## src/rtl/apb_initiator_bridge.sv

```systemverilog
// apb_initiator_bridge: command FIFO feeding an APB initiator, with a per-transfer wait timeout
module apb_initiator_bridge #(
    parameter int ADDRESSWIDTH = 3,
    parameter int DATAWIDTH    = 16,
    parameter int CMD_DEPTH    = 4,
    parameter int TIMEOUT      = 16
) (
    input  logic                    PCLK,
    input  logic                    PRESETn,
    input  logic                    cmd_valid_i,
    output logic                    cmd_ready_o,
    input  logic                    cmd_write_i,
    input  logic [ADDRESSWIDTH-1:0] cmd_addr_i,
    input  logic [DATAWIDTH-1:0]    cmd_wdata_i,
    output logic [ADDRESSWIDTH-1:0] PADDR_o,
    output logic [DATAWIDTH-1:0]    PWDATA_o,
    output logic                    PWRITE_o,
    output logic                    PSELx_o,
    output logic                    PENABLE_o,
    input  logic [DATAWIDTH-1:0]    PRDATA_i,
    input  logic                    PREADY_i,
    output logic                    rsp_valid_o,
    output logic [DATAWIDTH-1:0]    rsp_rdata_o,
    output logic                    rsp_err_o,
    output logic                    busy_o
);
    localparam int PW = $clog2(CMD_DEPTH);
    localparam int CW = PW + 1;
    localparam int EW = 1 + ADDRESSWIDTH + DATAWIDTH;
    typedef enum logic [1:0] {IDLE, SETUP, ACCESS} state_t;
    state_t state, nxt;
    logic [EW-1:0] mem [CMD_DEPTH];
    logic [PW-1:0] wr_ptr, rd_ptr;
    logic [CW-1:0] count;
    logic [7:0] wait_cnt;
    logic push, pop, done, expire;
    logic head_write;
    logic [ADDRESSWIDTH-1:0] head_addr;
    logic [DATAWIDTH-1:0] head_wdata;
    assign {head_write, head_addr, head_wdata} = mem[rd_ptr];
    assign cmd_ready_o = count != CW'(CMD_DEPTH);
    assign busy_o = state != IDLE || count != '0;
    assign push = cmd_valid_i && cmd_ready_o;
    always_comb begin
        done = state == ACCESS && PREADY_i;
        expire = state == ACCESS && !PREADY_i && wait_cnt == 8'(TIMEOUT - 1);
        pop = count != '0 && (state == IDLE || done);
        nxt = pop ? SETUP : state == SETUP ? ACCESS : (done || expire) ? IDLE : state;
    end
    always_ff @(posedge PCLK or negedge PRESETn) begin
        if (!PRESETn) state <= IDLE;
        else state <= nxt;
    end
    // Storage carries no reset; an entry is only read after it has been written.
    always_ff @(posedge PCLK) begin
        if (push) mem[wr_ptr] <= {cmd_write_i, cmd_addr_i, cmd_wdata_i};
    end
    always_ff @(posedge PCLK or negedge PRESETn) begin
        if (!PRESETn) begin
            wr_ptr <= '0;
            rd_ptr <= '0;
            count <= '0;
            wait_cnt <= '0;
            PADDR_o <= '0;
            PWDATA_o <= '0;
            PWRITE_o <= 1'b0;
            PSELx_o <= 1'b0;
            PENABLE_o <= 1'b0;
            rsp_valid_o <= 1'b0;
            rsp_err_o <= 1'b0;
            rsp_rdata_o <= '0;
        end else begin
            PSELx_o <= nxt != IDLE;
            PENABLE_o <= nxt == ACCESS;
            if (push) wr_ptr <= wr_ptr + PW'(1);
            if (pop) begin
                rd_ptr <= rd_ptr + PW'(1);
                PADDR_o <= head_addr;
                PWDATA_o <= head_wdata;
                PWRITE_o <= head_write;
            end
            count <= count + CW'(push) - CW'(pop);
            wait_cnt <= (state == ACCESS && !PREADY_i) ? wait_cnt + 8'd1 : 8'd0;
            rsp_valid_o <= done || expire;
            rsp_err_o <= expire;
            rsp_rdata_o <= (done && !PWRITE_o) ? PRDATA_i : '0;
        end
    end
endmodule

```

## config.mk

```make
export PLATFORM = sky130hd
export DESIGN_NAME = apb_initiator_bridge
export DESIGN_NICKNAME = d
export VERILOG_FILES = /design/src/rtl/apb_initiator_bridge.sv
export SDC_FILE = /design/constraint.sdc
export NUM_CORES = 1
export LEC_CHECK = 0
export BUFFER_PORTS_ARGS = -buffer_cell sky130_fd_sc_hd__buf_2
export CAP_MARGIN = 30
export CORE_MARGIN = 2
export CORE_UTILIZATION = 49
export DETAILED_ROUTE_END_ITERATION = 10
export PLACE_DENSITY = 0.7
export SLEW_MARGIN = 20
export SYNTH_ARGS = -nofsm -noshare
export SYNTH_HDL_FRONTEND = slang
export SYNTH_SLANG_ARGS = --single-unit
```

## constraint.sdc

```tcl
create_clock -name PCLK -period 3.3 [get_ports PCLK]
set_input_delay 0.66 -clock PCLK [delete_from_list [all_inputs] [get_ports PCLK]]
set_output_delay 0.66 -clock PCLK [all_outputs]
set_load 0.05 [all_outputs]
```

# After elaboration in Yosys (flattened, before gate mapping)

Memories as Yosys holds them, arrays and structs flattened. A register that Yosys moved wholly into a read port is not among the register bits.
Index checks and enable logic that the tools add are counted.

Flip-flop bits (word level): 37
RAM bits: 80
Input port bits: 40
Memories kept: 1

$add $sub $neg: 5
Equality and inequality tests: 5
Muxes and demuxes: 7
Reductions and logical operators: 16

Memory list:

| name | depth | width | read ports | clocked after memory_dff | write ports | RTL line | source |
|---|---|---|---|---|---|---|---|
| mem  | 4     | 20    | 1          | 1                        | 1           | 32       | `logic [EW-1:0] mem [CMD_DEPTH];` |

Operators by type and width:

| kind                | number |
|---|---|
| $mux 16             | 1 |
| $add 8x1->8 const B | 1 |
| $eq 8x4->1 const B  | 1 |
| $mux 8              | 1 |
| $logic_and 1x1->1   | 6 |
| $mux 2              | 3 |
| $add 2x1->2 const B | 2 |
| $eq 2x2->1 const B  | 2 |
| $reduce_bool 2->1   | 2 |
| $add 3x1->3         | 1 |
| $logic_not 1->1     | 3 |
| $logic_or 1x1->1    | 3 |
| $ne 3x3->1 const B  | 1 |
| $reduce_bool 3->1   | 1 |
| $sub 3x1->3         | 1 |
| $eq 2x1->1 const B  | 1 |
| $logic_not 2->1     | 1 |
| $mux 1              | 2 |

# Longest topological paths before layout

Gate-level depths: netlist of run 1.

Depth after elaboration: 8
Mapped depth: 10

# Least setup slack after synthesis of run 1

OpenSTA, ideal clock, no wires.

Path type: reg2reg
Start point: register count[1]
End point: register count[2]
Library setup time: 123 ps
Arrival: 2241 ps
Data required time: 3177 ps
Path slack: 936 ps
Stages on the path, launching flop included: 11
Period minus slack after synthesis: 2364 ps
Path through: dfrtp_1 > or3b_4 > and2_4 > inv_1 > ha_1 > inv_1 > ha_1 > inv_1 > fa_1 > xnor2_1 > xnor2_1

Word-level cells in the longest chain between the ends: 4

RTL lines:

| item                     | RTL line | source |
|---|---|---|
| start: declaration       | 34       | `logic [CW-1:0] count;` |
| start signal: assignment | 82       | `count <= count + CW'(push) - CW'(pop);` |
| $ne 3x3->1               | 41       | `assign cmd_ready_o = count != CW'(CMD_DEPTH);` |
| net cmd_ready_o          | 11       | `output logic cmd_ready_o,` |
| $logic_and 1x1->1        | 43       | `assign push = cmd_valid_i && cmd_ready_o;` |
| $add 3x1->3              | 82       |  |
| $sub 3x1->3              | 82       |  |

The timed path passes the listed nets, and every way through them passes these cells.
A chain may end at the register's enable or synchronous reset.

# Final worst setup path of run 1

Start point: register count[1]
End point: register count[2]

Word-level cells in the longest chain between the ends: 4

RTL lines:

| item              | RTL line |
|---|---|
| $ne 3x3->1        | 41 |
| $logic_and 1x1->1 | 43 |
| $add 3x1->3       | 82 |
| $sub 3x1->3 *     | 82 |

Every way passes the cells marked *; elsewhere a longest branch is shown, timed or not.

==> flow_metrics.tcl, run 1 <==
set metrics [dict create \
    finalNonFillerCells 522 \
    root_buffer "clkbuf_8" \
    nets 421 \
    drt_iter0_drc 140 \
    vias 2659 \
    multiInputGateArea_mm2 0.00134 \
    drv_cap 0 \
    hold_buffers 0 \
    cts_tree "yes" \
    critPathRequiredTime_ns 3.71 \
    n_antenna_cell 0 \
    yosysTopAreaCell "edfxtp_1" \
    area_growth_pct 21.9 \
    ant_nets 0 \
    fin_skew_ns 0.00637 \
    drtPass1Iterations 6 \
    overflow 0 \
    cts_resized 0 \
    max_slew_margin 0.541 \
    powerDensity_mw_per_mm2 998 \
    slew_viol_final 0 \
    syn-num-nets 320 \
    drc 0 \
    worst_setup_path_start_kind "flop" \
    dp_cells 489 \
    clk_pin_slew_ns 0.06 \
    dieWidth_um 108 \
    synthesis.area_mm2 0.00526 \
    start_util 0.507 \
    worstSetupPathType "flop to flop" \
    antenna_found_initial 0 \
    cts_htree_levels 4 \
    insertion_delay_ns 0.50 \
    synth_seq_area_share 0.729 \
    vias_per_cell 5.09 \
    synth_cell_types 37 \
    core_area_mm2 0.0104 \
    crit_fanout 6 \
    portBuffers 81 \
    crit_path_end_kind "flop" \
    synth_seq_cells 137 \
    routedWlPerCell_um 16.8 \
    post-route-util 0.618 \
    numCtsBuffers 17 \
    hpwl_mm 5.31 \
    irDropWorstVdd_mv 0.641 \
    hold_class "input port to async pin" \
    yosysTopAreaCellShare 0.457 \
    tns_ns 0 \
    status "finished clean" \
    yosysWarnings 0 \
    die_h_um 108 \
    num_rows 37 \
    clock.fmax_mhz 424 \
    wl_mm 8.78 \
    period_share 0.715 \
    synthTopCellsByArea "edfxtp_1 46%, dfrtp_1 27%, mux4_2 7.7%" \
    totalPowerFinal_mw 6.39 \
    cts_num_sinks 137 \
    grt_use_total 0.166 \
    grt_first_pass_wirelength_mm 14.0 \
    leakagePower_nw 2.67 \
    whs_ns 0.143 \
    setup-violations-final 0 \
    grt_max_degree 44 \
    cts_max_path_buffers 2 \
    die_area_mm2 0.0116 \
    period_minus_slack_ns 2.36 \
    post_cts_buffers 0 \
    syn-instance-count 272 \
    avgSynthCellArea_um2 19.3 \
    gp_congestion 0.766 \
    rsz0062_at_grt "false" \
    finalHoldViolCount 0 \
    arrival_ns 2.77 \
    fill_cells 774 \
    ios 82 \
    drive_gt1_frac 0.433 \
    grt_pass1_vias 2725 \
    final-seq-area_mm2 0.00383 \
    worst_pin_slew_ns 0.686 \
]
## synth_stat cells
| library cell | number |
|---|---|
| clkbuf_1 | 4 |
| mux2_2 | 4 |
| nand2b_4 | 1 |
| or4_1 | 1 |
| a211o_1 | 1 |
| nor2_1 | 8 |
| and2_1 | 17 |
| o21ai_0 | 2 |
| o31ai_1 | 1 |
| or2_2 | 1 |
| xor2_1 | 3 |
| and2_4 | 1 |
| nor3_2 | 1 |
| nor3_4 | 1 |
| nand2_1 | 5 |
| ha_1 | 7 |
| or3b_4 | 1 |
| a21oi_1 | 4 |
| and3_1 | 5 |
| a22o_1 | 1 |
| mux4_2 | 18 |
| inv_1 | 7 |
| nor4_1 | 1 |
| nand3_1 | 3 |
| xnor2_1 | 5 |
| edfxtp_1 | 80 |
| mux2_4 | 17 |
| a21o_1 | 2 |
| buf_6 | 4 |
| or3_1 | 2 |
| dfrtp_1 | 57 |
| nor4b_1 | 1 |
| nor3b_2 | 1 |
| nor2b_4 | 1 |
| mux4_1 | 2 |
| buf_2 | 1 |
| fa_1 | 1 |
## flip-flops by register name, summed over array words and instances, names as in the netlist, 2 cells and up
signal	cells
rd_ptr	2
mem	80
wr_ptr	2
count	3
state	2
rsp_rdata_o	16
PWDATA_o	16
wait_cnt	8
PADDR_o	3
## per-stage QoR
| stage | worst slack [ns] | instance area, um2 |
|---|---|---|
| floorplan | 0.936 | 5260 |
| global placement | 1.01 | 5830 |
| detailed placement | 0.941 | 5830 |
| CTS | 0.910 | 6390 |
| global route | 0.794 | 6410 |
| finish | 0.939 | 6410 |
## worst max-delay path, stage by stage (launching register included)
cell and delay (ns):
dfrtp_1 0.44, or3b_4 0.44, and2_4 0.19, inv_1 0.05, ha_1 0.22, inv_1 0.05
ha_1 0.13, inv_1 0.05, fa_1 0.38, xnor2_1 0.18, xnor2_1 0.15
## worst paths after layout
path	start	cells after the start	end	slack [ns]
min in group PCLK	PRDATA_i[6]	2	rsp_rdata_o[6]$_DFF_PN0_	0.37
hold reg to reg	wait_cnt[0]$_DFF_PN0_	1	wait_cnt[0]$_DFF_PN0_	0.49
max in group asynchronous	PRESETn	2	rsp_rdata_o[14]$_DFF_PN0_	2.61
setup / recovery	count[1]$_DFF_PN0_	10	count[2]$_DFF_PN0_	0.94
setup reg to reg	count[1]$_DFF_PN0_	10	count[2]$_DFF_PN0_	0.94
hold / removal	PRESETn	1	wait_cnt[5]$_DFF_PN0_	0.14
## power breakdown
group          internal, mW  total [mW]  switching, mW
Combinational         0.893        2.17           1.27
Clock                  1.06        1.72          0.668
Sequential             2.28        2.51          0.228
Total                  4.23        6.39           2.17
## kinds of logic after synthesis
group | synth area share
DFF | 0.729
and+or+nand+nor | 0.0626
muxes | 0.144
buffers and inverters | 0.0174
AOI/OAI and AO/OA | 0.0133
xor gates and xnor gates | 0.0133
adders and majority gates | 0.0205
## cell type report
class	instances	share of cell area
Tap cell	136	0.0266
Clock inverter	11	0.0150
Timing Repair Buffer	91	0.0766
Inverter	7	0.00410
Clock buffer	21	0.0717
Multi-Input combinational cell	119	0.208
Sequential cell	137	0.598
## per-layer routing
layer | GRT usage | vias up | share of wire
li1 | - | 1223 | -
met1 | 0.204 | 1354 | 0.42
met2 | 0.274 | 80 | 0.51
met3 | 0.0660 | 2 | 0.057
met4 | 0.0467 | 0 | 0.0062
met5 | 0 | - | 0
## cells in the final DEF (no fill, tap or decap), types with 3 or more instances in the layout
cell	n
clkinvlp_4	3
nand2_1	5
mux2_2	4
inv_1	7
nand3_1	3
clkbuf_16	16
ha_1	7
and2_1	17
and3_1	5
clkbuf_8	4
xnor2_1	5
nor2_1	8
buf_2	80
xor2_1	3
mux2_4	17
buf_4	10
mux4_2	18
a21oi_1	4
dfrtp_1	57
edfxtp_1	80
Power figures use the tool's default switching activity.
==> inputs of run 2 (changes only) <==
--- a/config.mk
+++ b/config.mk
@@ -5,6 +5,7 @@
 export SDC_FILE = /design/constraint.sdc
 export NUM_CORES = 1
 export LEC_CHECK = 0
+export ABC_AREA = 1
 export BUFFER_PORTS_ARGS = -buffer_cell sky130_fd_sc_hd__buf_2
 export CAP_MARGIN = 30
 export CORE_MARGIN = 2
==> constraint.sdc (replaced) <==
create_clock -name PCLK -period 2.3 [get_ports PCLK]
set_input_delay 0.46 -clock PCLK [delete_from_list [all_inputs] [get_ports PCLK]]
set_output_delay 0.46 -clock PCLK [all_outputs]
set_load 0.05 [all_outputs]
==> run 2 against run 1 <==
Total power rose by 50%. Die area rose by 3.4%. Utilization fell by 0.44 points. Global-route usage rose by 2.3 points. Wire length rose by 19%. Sequential power rose by 41%. Synthesized cell count rose by 76%. Largest cell class unchanged. Highest routed layer unchanged.
==> flow_metrics.tcl, run 2 <==
set metrics [dict create \
    synth_common_cells "103 x nor2_1, 94 x nand2_1, 80 x edfxtp_1" \
    cts_tree "yes" \
    cts_htree_levels 4 \
    holdPathStages 3 \
    max_slew_margin 0.523 \
    p_comb_frac 0.346 \
    cts_num_sinks 137 \
    dr_wl_met2_mm 5.15 \
    worstSetupPathType "flop to primary output" \
    post_cts_buffers 0 \
    post-route-util 0.613 \
    synthesis.area_mm2 0.00544 \
    cp.buffers_inverters 2 \
    ant_nets 0 \
    grt_use_total 0.189 \
    period_share 0.923 \
    regMostFlops "mem" \
    drc 0 \
    drtPass1Iterations 4 \
    largest_reg_flops 80 \
    hold_buffers 1 \
    routedWlPerCell_um 14.3 \
    async_reset_ff_frac 0.416 \
    syn-num-nets 528 \
    die_area_mm2 0.0120 \
    antenna_found_initial 0 \
    slowest_delay_ns 0.42 \
    avgSynthCellArea_um2 11.3 \
    clockPowerShare 0.284 \
    synthTopCellsByArea "edfxtp_1 44%, dfrtp_1 26%, nor2_1 7.1%" \
    rr_worst_depth 9 \
    routed.top_layer "met4" \
    cp_cell_sequence "inv_1 > nand3b_1 > or2_2 > buf_2" \
    top_regs "mem (80), PWDATA_o (16), rsp_rdata_o (16)" \
    core_area_mm2 0.0108 \
    hpwl_mm 6.31 \
    final_cell_mix "103 x nor2_1, 94 x nand2_1, 81 x buf_2" \
    drive_gt1_frac 0.240 \
    overflow 0 \
    totalPowerFinal_mw 9.58 \
    synth-edff-count 80 \
    arrival_ns 1.66 \
    root_buffer "clkbuf_8" \
    cpLargestDelayFamily "flip-flops" \
    insertion_delay_ns 0.51 \
    yosysMostFrequentCell "nor2_1" \
    whs_ns 0.152 \
    die_h_um 109 \
    tns_ns 0 \
    layout_commonest_cell "nor2_1" \
    yosysTopAreaCell "edfxtp_1" \
    n_antenna_cell 0 \
    drv_cap 0 \
    worst_setup_path_start_kind "flop" \
    min_to "rsp_rdata_o[4]$_DFF_PN0_" \
    startpoint "count[1]$_DFF_PN0_" \
    finalHoldViolCount 0 \
    synth_seq_area_share 0.704 \
    critPathSlowestCell "dfrtp_1" \
    wl_mm 10.4 \
    period_minus_slack_ns 2.12 \
    start_util 0.502 \
    ios 82 \
    yosys_most_used_dff "edfxtp_1" \
    cts_max_path_buffers 2 \
    wl_met1_mm 4.44 \
    final_area_mm2 0.00665 \
    drt_iter0_drc 245 \
    crit_path_end_kind "primary output" \
    rsz0062_at_grt "false" \
    fin_skew_ns 0.00367 \
    synth_seq_cells 137 \
    vias_per_cell 4.81 \
    r2r_slack_ns 0.32 \
    powerDensity_mw_per_mm2 1440 \
    grt_first_pass_wirelength_mm 16.6 \
    nets 622 \
    leakagePower_nw 3.04 \
    r2r-end "count[2]$_DFF_PN0_" \
    area_growth_pct 22.2 \
    p_sw_frac 0.384 \
    worst_pin_slew_ns 0.715 \
    portBuffers 81 \
    grt_pass1_vias 3528 \
    min_from "PRDATA_i[4]" \
    yosysTopAreaCellShare 0.441 \
    hold_class "input port to flop" \
    p_switching_mw 3.68 \
    placed_area_mm2 0.00602 \
    num_rows 38 \
    synth_cell_types 27 \
    syn-instance-count 480 \
    irDropWorstVdd_mv 0.731 \
    routed-wl-met3_um 659 \
    gp_congestion 0.760 \
    setup-violations-final 0 \
    grt_max_degree 58 \
    seqPwrFrac 0.370 \
    cts_resized 0 \
    status "finished clean" \
    clock.fmax_mhz 471 \
    p_int_mw 5.90 \
    numCtsBuffers 17 \
    yosysWarnings 0 \
    timing.rr.start "count[1]$_DFF_PN0_" \
    dieWidth_um 109 \
    critPathRequiredTime_ns 1.84 \
    slew_viol_final 0 \
    clk_pin_slew_ns 0.06 \
    crit_fanout 3 \
    vias 3494 \
]
[run 2: how the worst max path moves through the flow]
stage                                      to  slack [ns]  depth (start not counted)
after floorplan           mem[0][0]$_DFFE_PP_        0.09                          4
after global placement     count[1]$_DFF_PN0_        0.34                         11
after detailed placement   count[2]$_DFF_PN0_        0.30                         11
after CTS                              busy_o        0.14                          4
after global routing                   busy_o        0.07                          4
final                                  busy_o        0.18                          4
[run 2: cells by family (layout without fill, tap and decap cells)]
kind of cell	after synthesis	count (layout)	synth area share
flops	137	137	0.704
xor+xnor	4	4	0.00644
buf+inv	59	166	0.0497
simple gates	222	222	0.175
fa+ha+maj	8	8	0.0198
compound gates	50	50	0.0460
[run 2: final cells by class]
class,count,area (um2)
fillers,855,4190
flip-flops and latches,137,3830
multi-input cells,284,1350
clock buffers,24,546
repair buffers,94,526
well taps,140,175
inverters,40,150
clock inverters,8,76.3
[run 2: tightest hold or removal path, delay by kind of cell]
kind          cells  cell delay, ns
simple gates      1            0.03
buf+inv           2            0.14
[run 2: power groups by stage]
stage	logic [mW]	registers, mW	clock network, mW
2_1_floorplan	1.74	4.31	0
3_3_place_gp	3.23	3.56	0
3_5_place_dp	3.31	3.59	0
4_1_cts	3.34	3.54	2.77
5_1_grt	3.67	3.60	2.90
6_report	3.31	3.54	2.72
[run 2: per-stage QoR]
stage,instances,worst slack (ns)
5_1_grt,727,0.0734
6_report,727,0.176
3_5_place_dp,694,0.298
3_3_place_gp,693,0.341
2_1_floorplan,480,0.0906
4_1_cts,727,0.140
[run 2: per-layer routing]
layer,vias up,track usage
met5,-,0
met2,93,0.316
li1,1738,-
met1,1649,0.226
met4,0,0.0750
met3,14,0.0616
